--- config.mk ---
export PLATFORM = sky130hd
export DESIGN_NAME = vfirst_scan_flat
export DESIGN_NICKNAME = d
export VERILOG_FILES = /design/src/rtl/vfirst_pkg.sv /design/src/rtl/vfirst_scan_if.sv /design/src/rtl/vfirst_chunk_enc.sv /design/src/rtl/vfirst_scan.sv /design/src/flat_wrapper.sv
export SDC_FILE = /design/constraint.sdc
export NUM_CORES = 1
export LEC_CHECK = 0
export ABC_AREA = 1
export CAP_MARGIN = 20
export CORE_ASPECT_RATIO = 0.7
export CORE_MARGIN = 2
export CORE_UTILIZATION = 50
export DETAILED_ROUTE_END_ITERATION = 8
export PLACE_DENSITY = 0.77
export SYNTH_ARGS = -nofsm -noshare
export SYNTH_HDL_FRONTEND = slang
export SYNTH_SLANG_ARGS = --single-unit
export TNS_END_PERCENT = 50
--- constraint.sdc ---
create_clock -name clk -period 4.35 [get_ports clk]
set_input_delay 1.305 -clock clk [delete_from_list [all_inputs] [get_ports clk]]
set_output_delay 1.305 -clock clk [all_outputs]
set_load 0.03 [all_outputs]
--- src/rtl/vfirst_pkg.sv ---
// Shared types and constants for the vfirst_scan mask-path unit.
// Build option: VFIRST_MASK_EN (see vfirst_scan.sv).
package vfirst_pkg;

    typedef enum logic [1:0] {
        FIRST = 2'd0,
        SBF   = 2'd1,
        SIF   = 2'd2,
        SOF   = 2'd3
    } mode_e;

    localparam int MAX_RESP_WIDTH = 256;

    // Sliced down to the response width by the user.
    localparam logic [MAX_RESP_WIDTH-1:0] NO_FOUND = '1;

    function automatic int NUM_CHUNKS(input int req_width, input int chunk_width);
        return req_width / chunk_width;
    endfunction

endpackage

--- src/rtl/vfirst_scan_if.sv ---
// Beat-in / result-out bundle of vfirst_scan; the master drives beats, the slave is the scan unit.
// With VFIRST_MASK_EN defined the bundle also carries in_vm, in_v0 and out_be.
interface vfirst_scan_if #(
    parameter int REQ_DATA_WIDTH  = 64,
    parameter int RESP_DATA_WIDTH = 64,
    parameter int IDX_BITS        = 10
);
    logic                       in_valid;
    logic                       in_start;
    logic                       in_last;
    vfirst_pkg::mode_e          in_mode;
    logic [REQ_DATA_WIDTH-1:0]  in_m0;
    logic [IDX_BITS-1:0]        in_idx;
`ifdef VFIRST_MASK_EN
    logic                       in_vm;
    logic [REQ_DATA_WIDTH-1:0]  in_v0;
    logic [REQ_DATA_WIDTH-1:0]  out_be;
`endif
    logic                       out_valid;
    logic                       out_last;
    logic [RESP_DATA_WIDTH-1:0] out_vec;
    logic                       out_found;

`ifdef VFIRST_MASK_EN
    modport master (
        output in_valid, in_start, in_last, in_mode, in_m0, in_idx, in_vm, in_v0,
        input  out_valid, out_last, out_vec, out_found, out_be
    );
    modport slave (
        input  in_valid, in_start, in_last, in_mode, in_m0, in_idx, in_vm, in_v0,
        output out_valid, out_last, out_vec, out_found, out_be
    );
`else
    modport master (
        output in_valid, in_start, in_last, in_mode, in_m0, in_idx,
        input  out_valid, out_last, out_vec, out_found
    );
    modport slave (
        input  in_valid, in_start, in_last, in_mode, in_m0, in_idx,
        output out_valid, out_last, out_vec, out_found
    );
`endif

endinterface

--- src/rtl/vfirst_chunk_enc.sv ---
// Combinational priority encoder: reports whether any bit is set and the index of the lowest one.
module vfirst_chunk_enc #(
    parameter int CHUNK_WIDTH = 16
) (
    input  logic [CHUNK_WIDTH-1:0]         bits,
    output logic                           hit,
    output logic [$clog2(CHUNK_WIDTH)-1:0] idx
);
    localparam int LW = $clog2(CHUNK_WIDTH);

    // Walk downwards so the lowest set bit is the last one written.
    always_comb begin
        hit = |bits;
        idx = '0;
        for (int i = CHUNK_WIDTH - 1; i >= 0; i--) begin
            if (bits[i]) idx = LW'(i);
        end
    end

endmodule

--- src/rtl/vfirst_scan.sv ---
// Multi-beat first-set-bit scanner (vfirst.m / vmsbf / vmsif / vmsof), two-stage pipeline.
// Build option: VFIRST_MASK_EN adds the in_vm/in_v0 element mask and the out_be byte-enable view.
module vfirst_scan
    import vfirst_pkg::*;
#(
    parameter int REQ_DATA_WIDTH  = 64,
    parameter int RESP_DATA_WIDTH = 64,
    parameter int IDX_BITS        = 10,
    parameter int CHUNK_WIDTH     = 16
) (
    input logic        clk,
    input logic        rst,
    vfirst_scan_if.slave bus
);
    localparam int NC = NUM_CHUNKS(REQ_DATA_WIDTH, CHUNK_WIDTH);
    localparam int LW = $clog2(CHUNK_WIDTH);
    localparam int FW = $clog2(REQ_DATA_WIDTH);
    localparam logic [REQ_DATA_WIDTH-1:0] ONE = REQ_DATA_WIDTH'(1);

    logic [REQ_DATA_WIDTH-1:0]  active;
    logic [REQ_DATA_WIDTH-1:0]  scan;
    logic [NC-1:0]              enc_hit;
    logic [NC-1:0][LW-1:0]      enc_idx;

    logic                       s0_valid;
    logic                       s0_start;
    logic                       s0_last;
    mode_e                      s0_mode;
    logic [IDX_BITS-1:0]        s0_idx;
    logic [NC-1:0]              s0_hit;
    logic [NC-1:0][LW-1:0]      s0_lidx;
    logic [REQ_DATA_WIDTH-1:0]  s0_active;

    logic                       found_q, found_d;
    logic [IDX_BITS-1:0]        idx_q, idx_d;

    logic                       prior, hit, found;
    logic [FW-1:0]              first;
    logic [REQ_DATA_WIDTH-1:0]  onehot, below, mask;
    logic [IDX_BITS-1:0]        result_idx;

    logic                       nxt_valid, nxt_last, nxt_found;
    logic [RESP_DATA_WIDTH-1:0] nxt_vec;
    logic [REQ_DATA_WIDTH-1:0]  nxt_be;

`ifdef VFIRST_MASK_EN
    assign active = bus.in_vm ? '1 : bus.in_v0;
`else
    assign active = '1;
`endif
    assign scan = bus.in_m0 & active;

    for (genvar c = 0; c < NC; c++) begin : g_enc
        vfirst_chunk_enc #(.CHUNK_WIDTH(CHUNK_WIDTH)) u_enc (
            .bits (scan[c*CHUNK_WIDTH +: CHUNK_WIDTH]),
            .hit  (enc_hit[c]),
            .idx  (enc_idx[c])
        );
    end

    // Stage 0: per-chunk encoder results plus the beat's side fields.
    always_ff @(posedge clk or posedge rst) begin
        if (rst) begin
            s0_valid <= 1'b0;
            s0_start <= 1'b0;
            s0_last  <= 1'b0;
            s0_mode  <= FIRST;
            s0_idx   <= '0;
            s0_hit   <= '0;
            s0_lidx  <= '0;
        end else begin
            s0_valid <= bus.in_valid;
            if (bus.in_valid) begin
                s0_start <= bus.in_start;
                s0_last  <= bus.in_last;
                s0_mode  <= bus.in_mode;
                s0_idx   <= bus.in_idx;
                s0_hit   <= enc_hit;
                s0_lidx  <= enc_idx;
            end
        end
    end

`ifdef VFIRST_MASK_EN
    always_ff @(posedge clk or posedge rst) begin
        if (rst)               s0_active <= '0;
        else if (bus.in_valid) s0_active <= active;
    end
`else
    assign s0_active = '1;
`endif

    // Stage 1: merge chunks, apply the sticky "already found" state and form the result.
    always_comb begin
        prior = s0_start ? 1'b0 : found_q;
        hit   = |s0_hit;
        found = prior | hit;
        first = '0;
        for (int c = NC - 1; c >= 0; c--) begin
            if (s0_hit[c]) first = FW'(c * CHUNK_WIDTH) + FW'(s0_lidx[c]);
        end
        onehot     = ONE << first;
        below      = onehot - ONE;
        result_idx = prior ? idx_q : s0_idx + IDX_BITS'(first);

        mask = '0;
        if (!prior) begin
            unique case (s0_mode)
                SBF:     mask = hit ? below : '1;
                SIF:     mask = hit ? (below | onehot) : '1;
                SOF:     mask = hit ? onehot : '0;
                default: mask = '0;
            endcase
        end

        nxt_valid = 1'b0;
        nxt_last  = 1'b0;
        nxt_found = 1'b0;
        nxt_vec   = '0;
        nxt_be    = '0;
        found_d   = found_q;
        idx_d     = idx_q;

        if (s0_valid) begin
            found_d = s0_last ? 1'b0 : found;
            if (!prior && hit) idx_d = result_idx;
            if (s0_mode == FIRST) begin
                if (s0_last) begin
                    nxt_valid = 1'b1;
                    nxt_last  = 1'b1;
                    nxt_found = found;
                    nxt_vec   = found ? RESP_DATA_WIDTH'(result_idx)
                                      : NO_FOUND[RESP_DATA_WIDTH-1:0];
                    nxt_be    = s0_active;
                end
            end else begin
                nxt_valid = 1'b1;
                nxt_last  = s0_last;
                nxt_found = found;
                nxt_vec   = RESP_DATA_WIDTH'(mask & s0_active);
                nxt_be    = s0_active;
            end
        end
    end

    always_ff @(posedge clk or posedge rst) begin
        if (rst) begin
            found_q       <= 1'b0;
            idx_q         <= '0;
            bus.out_valid <= 1'b0;
            bus.out_last  <= 1'b0;
            bus.out_found <= 1'b0;
            bus.out_vec   <= '0;
        end else begin
            found_q       <= found_d;
            idx_q         <= idx_d;
            bus.out_valid <= nxt_valid;
            bus.out_last  <= nxt_last;
            bus.out_found <= nxt_found;
            bus.out_vec   <= nxt_vec;
        end
    end

`ifdef VFIRST_MASK_EN
    always_ff @(posedge clk or posedge rst) begin
        if (rst) bus.out_be <= '0;
        else     bus.out_be <= nxt_be;
    end
`else
    logic unused_be;
    assign unused_be = ^nxt_be;
`endif

endmodule

--- src/flat_wrapper.sv ---
// flat-port wrapper written by rule: the top's interface ports become plain ports
module vfirst_scan_flat import vfirst_pkg::*;
#(
    parameter int REQ_DATA_WIDTH  = 64,
    parameter int RESP_DATA_WIDTH = 64,
    parameter int IDX_BITS        = 10,
    parameter int CHUNK_WIDTH     = 16
)
  (clk, rst, bus_in_valid, bus_in_start, bus_in_last, bus_in_mode, bus_in_m0, bus_in_idx, bus_out_valid, bus_out_last, bus_out_vec, bus_out_found);
  vfirst_scan_if #(.REQ_DATA_WIDTH(REQ_DATA_WIDTH), .RESP_DATA_WIDTH(RESP_DATA_WIDTH), .IDX_BITS(IDX_BITS)) bus_i ();
  input logic clk;
  input logic rst;
  input wire logic [$bits(bus_i.in_valid)-1:0] bus_in_valid;
  input wire logic [$bits(bus_i.in_start)-1:0] bus_in_start;
  input wire logic [$bits(bus_i.in_last)-1:0] bus_in_last;
  input wire logic [$bits(bus_i.in_mode)-1:0] bus_in_mode;
  input wire logic [$bits(bus_i.in_m0)-1:0] bus_in_m0;
  input wire logic [$bits(bus_i.in_idx)-1:0] bus_in_idx;
  output wire logic [$bits(bus_i.out_valid)-1:0] bus_out_valid;
  output wire logic [$bits(bus_i.out_last)-1:0] bus_out_last;
  output wire logic [$bits(bus_i.out_vec)-1:0] bus_out_vec;
  output wire logic [$bits(bus_i.out_found)-1:0] bus_out_found;
  assign bus_i.in_valid = bus_in_valid;
  assign bus_i.in_start = bus_in_start;
  assign bus_i.in_last = bus_in_last;
  assign bus_i.in_mode = bus_in_mode;
  assign bus_i.in_m0 = bus_in_m0;
  assign bus_i.in_idx = bus_in_idx;
  assign bus_out_valid = bus_i.out_valid;
  assign bus_out_last = bus_i.out_last;
  assign bus_out_vec = bus_i.out_vec;
  assign bus_out_found = bus_i.out_found;
  vfirst_scan #(.REQ_DATA_WIDTH(REQ_DATA_WIDTH), .RESP_DATA_WIDTH(RESP_DATA_WIDTH), .IDX_BITS(IDX_BITS), .CHUNK_WIDTH(CHUNK_WIDTH)) u_core (.clk(clk), .rst(rst), .bus(bus_i));
endmodule
==> flow_metrics.env <==
export IMPL_die_y_um=122
export IMPL_fin_crit_sh=0.875
export IMPL_antenna_diode_count=0
export IMPL_status="finished, final reports clean"
export IMPL_yosysTopAreaCellShare=0.283
export IMPL_path_clk_slew_ns=0.06
export IMPL_routed_wirelength_mm=31.6
export IMPL_rows=43
export IMPL_worstSetupStartpointType="register"
export IMPL_p_per_area_nw_per_um2=305
export IMPL_hold_violations=0
export IMPL_fmax_mhz=263
export IMPL_setup_ws_ns=0.544
export IMPL_netlist_area_sq_um=9980
export IMPL_ios=148
export IMPL_synth_top_flop_cell="dfrtp_1"
export IMPL_finalSetupViolCount=0
export IMPL_track_usage=0.304
export IMPL_gp_congestion=1.08
export IMPL_cts_setup_buffers=0
export IMPL_timing_worst_slew_pin_value_ns=1.03
export IMPL_cts_tree="yes"
export IMPL_highest_layer="met4"
export IMPL_crit_chain="nand2_1 > nand2_1 > buf_4 > nor2_1 > nand3_1 > nand2_1 > nor2_2 > nand3b_1 > nor2_1 > nand2_1 > ha_1 > o21ai_0 > o211ai_1 > nand2_1 > a21oi_1"
export IMPL_antenna_found_initial=0
export IMPL_core_area_sq_um=19700
export IMPL_layout_area_overhead_vs_synth_pct=22.6
export IMPL_final_min_clock_period_ns=3.81
export IMPL_synth_largest_area_cell="dfrtp_1"
export IMPL_fin_nets=1855
export IMPL_hold_class="reg2reg"
export IMPL_clockBufferDepth=2
export IMPL_portBuffers=147
export IMPL_synthCells=1601
export IMPL_clockRootBuffer="clkbuf_16"
export IMPL_cp_top_family="simple AND/OR/NAND/NOR gates"
export IMPL_cp_slowest_cell="dfrtp_1"
export IMPL_grt_pass1_vias=9819
export IMPL_dpl_worst_slack_ns=0.679
export IMPL_seq_area_frac_synth=0.283
export IMPL_drv_slew=0
export IMPL_nFillCells=1824
export IMPL_endpoint_kind="register"
export IMPL_syn_mean_instance_area_sq_um=6.23
export IMPL_fin_tns_setup_ns=0
export IMPL_vias_per_cell=5.52
export IMPL_yosysWarnings=0
export IMPL_drt_antenna_violating_nets=0
export IMPL_ys_types=41
export IMPL_worst_path_most_repeated_cell="nand2_1"
export IMPL_place_area_sq_um=11600
export IMPL_wl_per_cell_um=15.9
export IMPL_clock_skew_ns=0.0103
export IMPL_drt_initial_drc_count=1320
export IMPL_holdWs_ns=0.486
export IMPL_vdd_drop_max_mv=0.225
export IMPL_clkLatencyLatePin_ns=0.43
export IMPL_cts_max_level=4
export IMPL_critPathBufInv=1
export IMPL_grt_max_degree=66
export IMPL_wirelength_met1_mm=14.8
export IMPL_dr_pass1_iters=9
export IMPL_synth_seq_cells=113
export IMPL_synth_most_common_cell="nand2_1"
export IMPL_maxSlewHeadroom=0.310
export IMPL_cts_resized=0
export IMPL_seq_area_sq_um=2830
export IMPL_num_vias=11000
export IMPL_cts_inserted_buffers=17
export IMPL_worstPathArrival_ns=4.07
export IMPL_drc_errors=0
export IMPL_cp_max_fo=28
export IMPL_crit_type="reg2reg"
export IMPL_dp_hpwl_mm=23.1
export IMPL_synthArstFlopShare=1.00
export IMPL_ys_top_cells_by_count="nand2_1, inv_1, nor2_1"
export IMPL_rsz0062_at_grt="no"
export IMPL_synth_area_leaders="dfrtp_1, nand2_1, ha_1"
export IMPL_slowest_delay_ns=0.66
export IMPL_p_leak_nw=6.45
export IMPL_met3WireLength_mm=3.61
export IMPL_die_w_um=173
export IMPL_synth_enable_flop_cells=0
export IMPL_met2_length_mm=12.8
export IMPL_fin_area_sq_um=12200
export IMPL_overflow=0
export IMPL_multi_input_area_sq_um=6080
export IMPL_initial_utilization=0.507
export IMPL_synth_fp_nets=1752
export IMPL_drive_gt1_frac=0.0553
export IMPL_cts_sinks=113
export IMPL_max_cap_violations=0
export IMPL_cp_data_required_time_ns=4.62
export IMPL_ctsHoldBuffers=0
export IMPL_grt_pass1_wl_mm=51.1
export IMPL_utilization=0.621
export IMPL_fp_dieArea_sq_um=21100
[state kept, by name, indices dropped and copies added (netlist names)]
| signal | cells |
|---|---|
| u_core.s0_mode | 2 |
| u_core.found_q | 1 |
| u_core.s0_start | 1 |
| u_core.s0_hit | 4 |
| u_core.bus.out_found | 1 |
| u_core.s0_lidx | 16 |
| u_core.bus.out_last | 1 |
| u_core.idx_q | 10 |
| u_core.bus.out_valid | 1 |
| u_core.s0_valid | 1 |
| u_core.s0_idx | 10 |
| u_core.s0_last | 1 |
| u_core.bus.out_vec | 64 |
[layout make-up]
class / count / area share
Sequential cell: 113 / 0.231
Clock buffer: 18 / 0.0359
Tap cell: 270 / 0.0276
Clock inverter: 14 / 0.0146
Timing Repair Buffer: 165 / 0.132
Multi-Input combinational cell: 1207 / 0.497
Inverter: 200 / 0.0616
[worst reg2reg max path, stage by stage, from the launching register on]
cell	delay, ns
dfrtp_1	0.66
nand2_1	0.19
nand2_1	0.13
buf_4	0.33
nor2_1	0.24
nand3_1	0.25
nand2_1	0.13
nor2_2	0.29
nand3b_1	0.20
nor2_1	0.36
nand2_1	0.14
ha_1	0.31
o21ai_0	0.18
o211ai_1	0.11
nand2_1	0.07
a21oi_1	0.06
[where the power goes]
group / switching, W / total (W) / internal (W) / leakage [nW]
Sequential: 0.0000422 / 0.00119 / 0.00115 / 1.46
Combinational: 0.000672 / 0.00106 / 0.000390 / 4.69
Clock: 0.000561 / 0.00148 / 0.000923 / 0.294
[placed cells by master (no fill, tap or decap), drive strengths merged]
cell type      instances
nand2                523
inv                  201
nor2                 194
clkdlybuf4s50        147
dfrtp                113
o21ai                109
nand3                 92
a21oi                 85
ha                    70
nand4                 48
o211ai                43
clkbuf                18
buf                   18
nor3                  15
clkinv                 7
a31oi                  5
o311ai                 4
nor4                   3
o31ai                  3
bufinv                 3
clkinvlp               3
o22ai                  2
nand3b                 2
a21o                   1
nor3b                  1
a221oi                 1
xnor2                  1
xor2                   1
a21boi                 1
o32ai                  1
a22oi                  1
a32oi                  1
[worst paths after layout]
path / start / end / slack [ns] / cells past startpoint
setup reg to reg: u_core.s0_hit[0] / u_core.bus.out_vec[58] / 0.54 / 15
max in group asynchronous: rst / u_core.bus.out_vec[62] / 2.34 / 3
hold / removal: u_core.idx_q[9] / u_core.idx_q[9] / 0.49 / 2
setup / recovery: u_core.s0_hit[0] / u_core.bus.out_vec[58] / 0.54 / 15
min in group asynchronous: rst / u_core.idx_q[3] / 1.33 / 2
hold reg to reg: u_core.idx_q[9] / u_core.idx_q[9] / 0.49 / 2
[stage by stage]
stage	total power, W	cells
6_report	0.00373	1987
5_1_grt	0.00392	1987
4_1_cts	0.00373	1987
3_5_place_dp	0.00225	1955
3_3_place_gp	0.00222	1955
2_1_floorplan	0.00187	1601
[cell families (layout without fill, tap and decap cells)]
kind of cell | count (synthesis) | count (layout) | synth area share
and+or+nand+nor | 878 | 878 | 0.372
buffers and inverters | 281 | 397 | 0.110
AOI/OAI and AO/OA | 257 | 257 | 0.146
DFF | 113 | 113 | 0.283
adders and majority gates | 70 | 70 | 0.0877
xor gates and xnor gates | 2 | 2 | 0.00176
[routing by layer]
| metal | vias to the layer above | GRT usage |
|---|---|---|
| met5 | - | 0 |
| met4 | 0 | 0.0784 |
| met3 | 44 | 0.0812 |
| met2 | 557 | 0.442 |
| met1 | 4988 | 0.447 |
| li1 | 5389 | - |
Power figures use the tool's default switching activity.
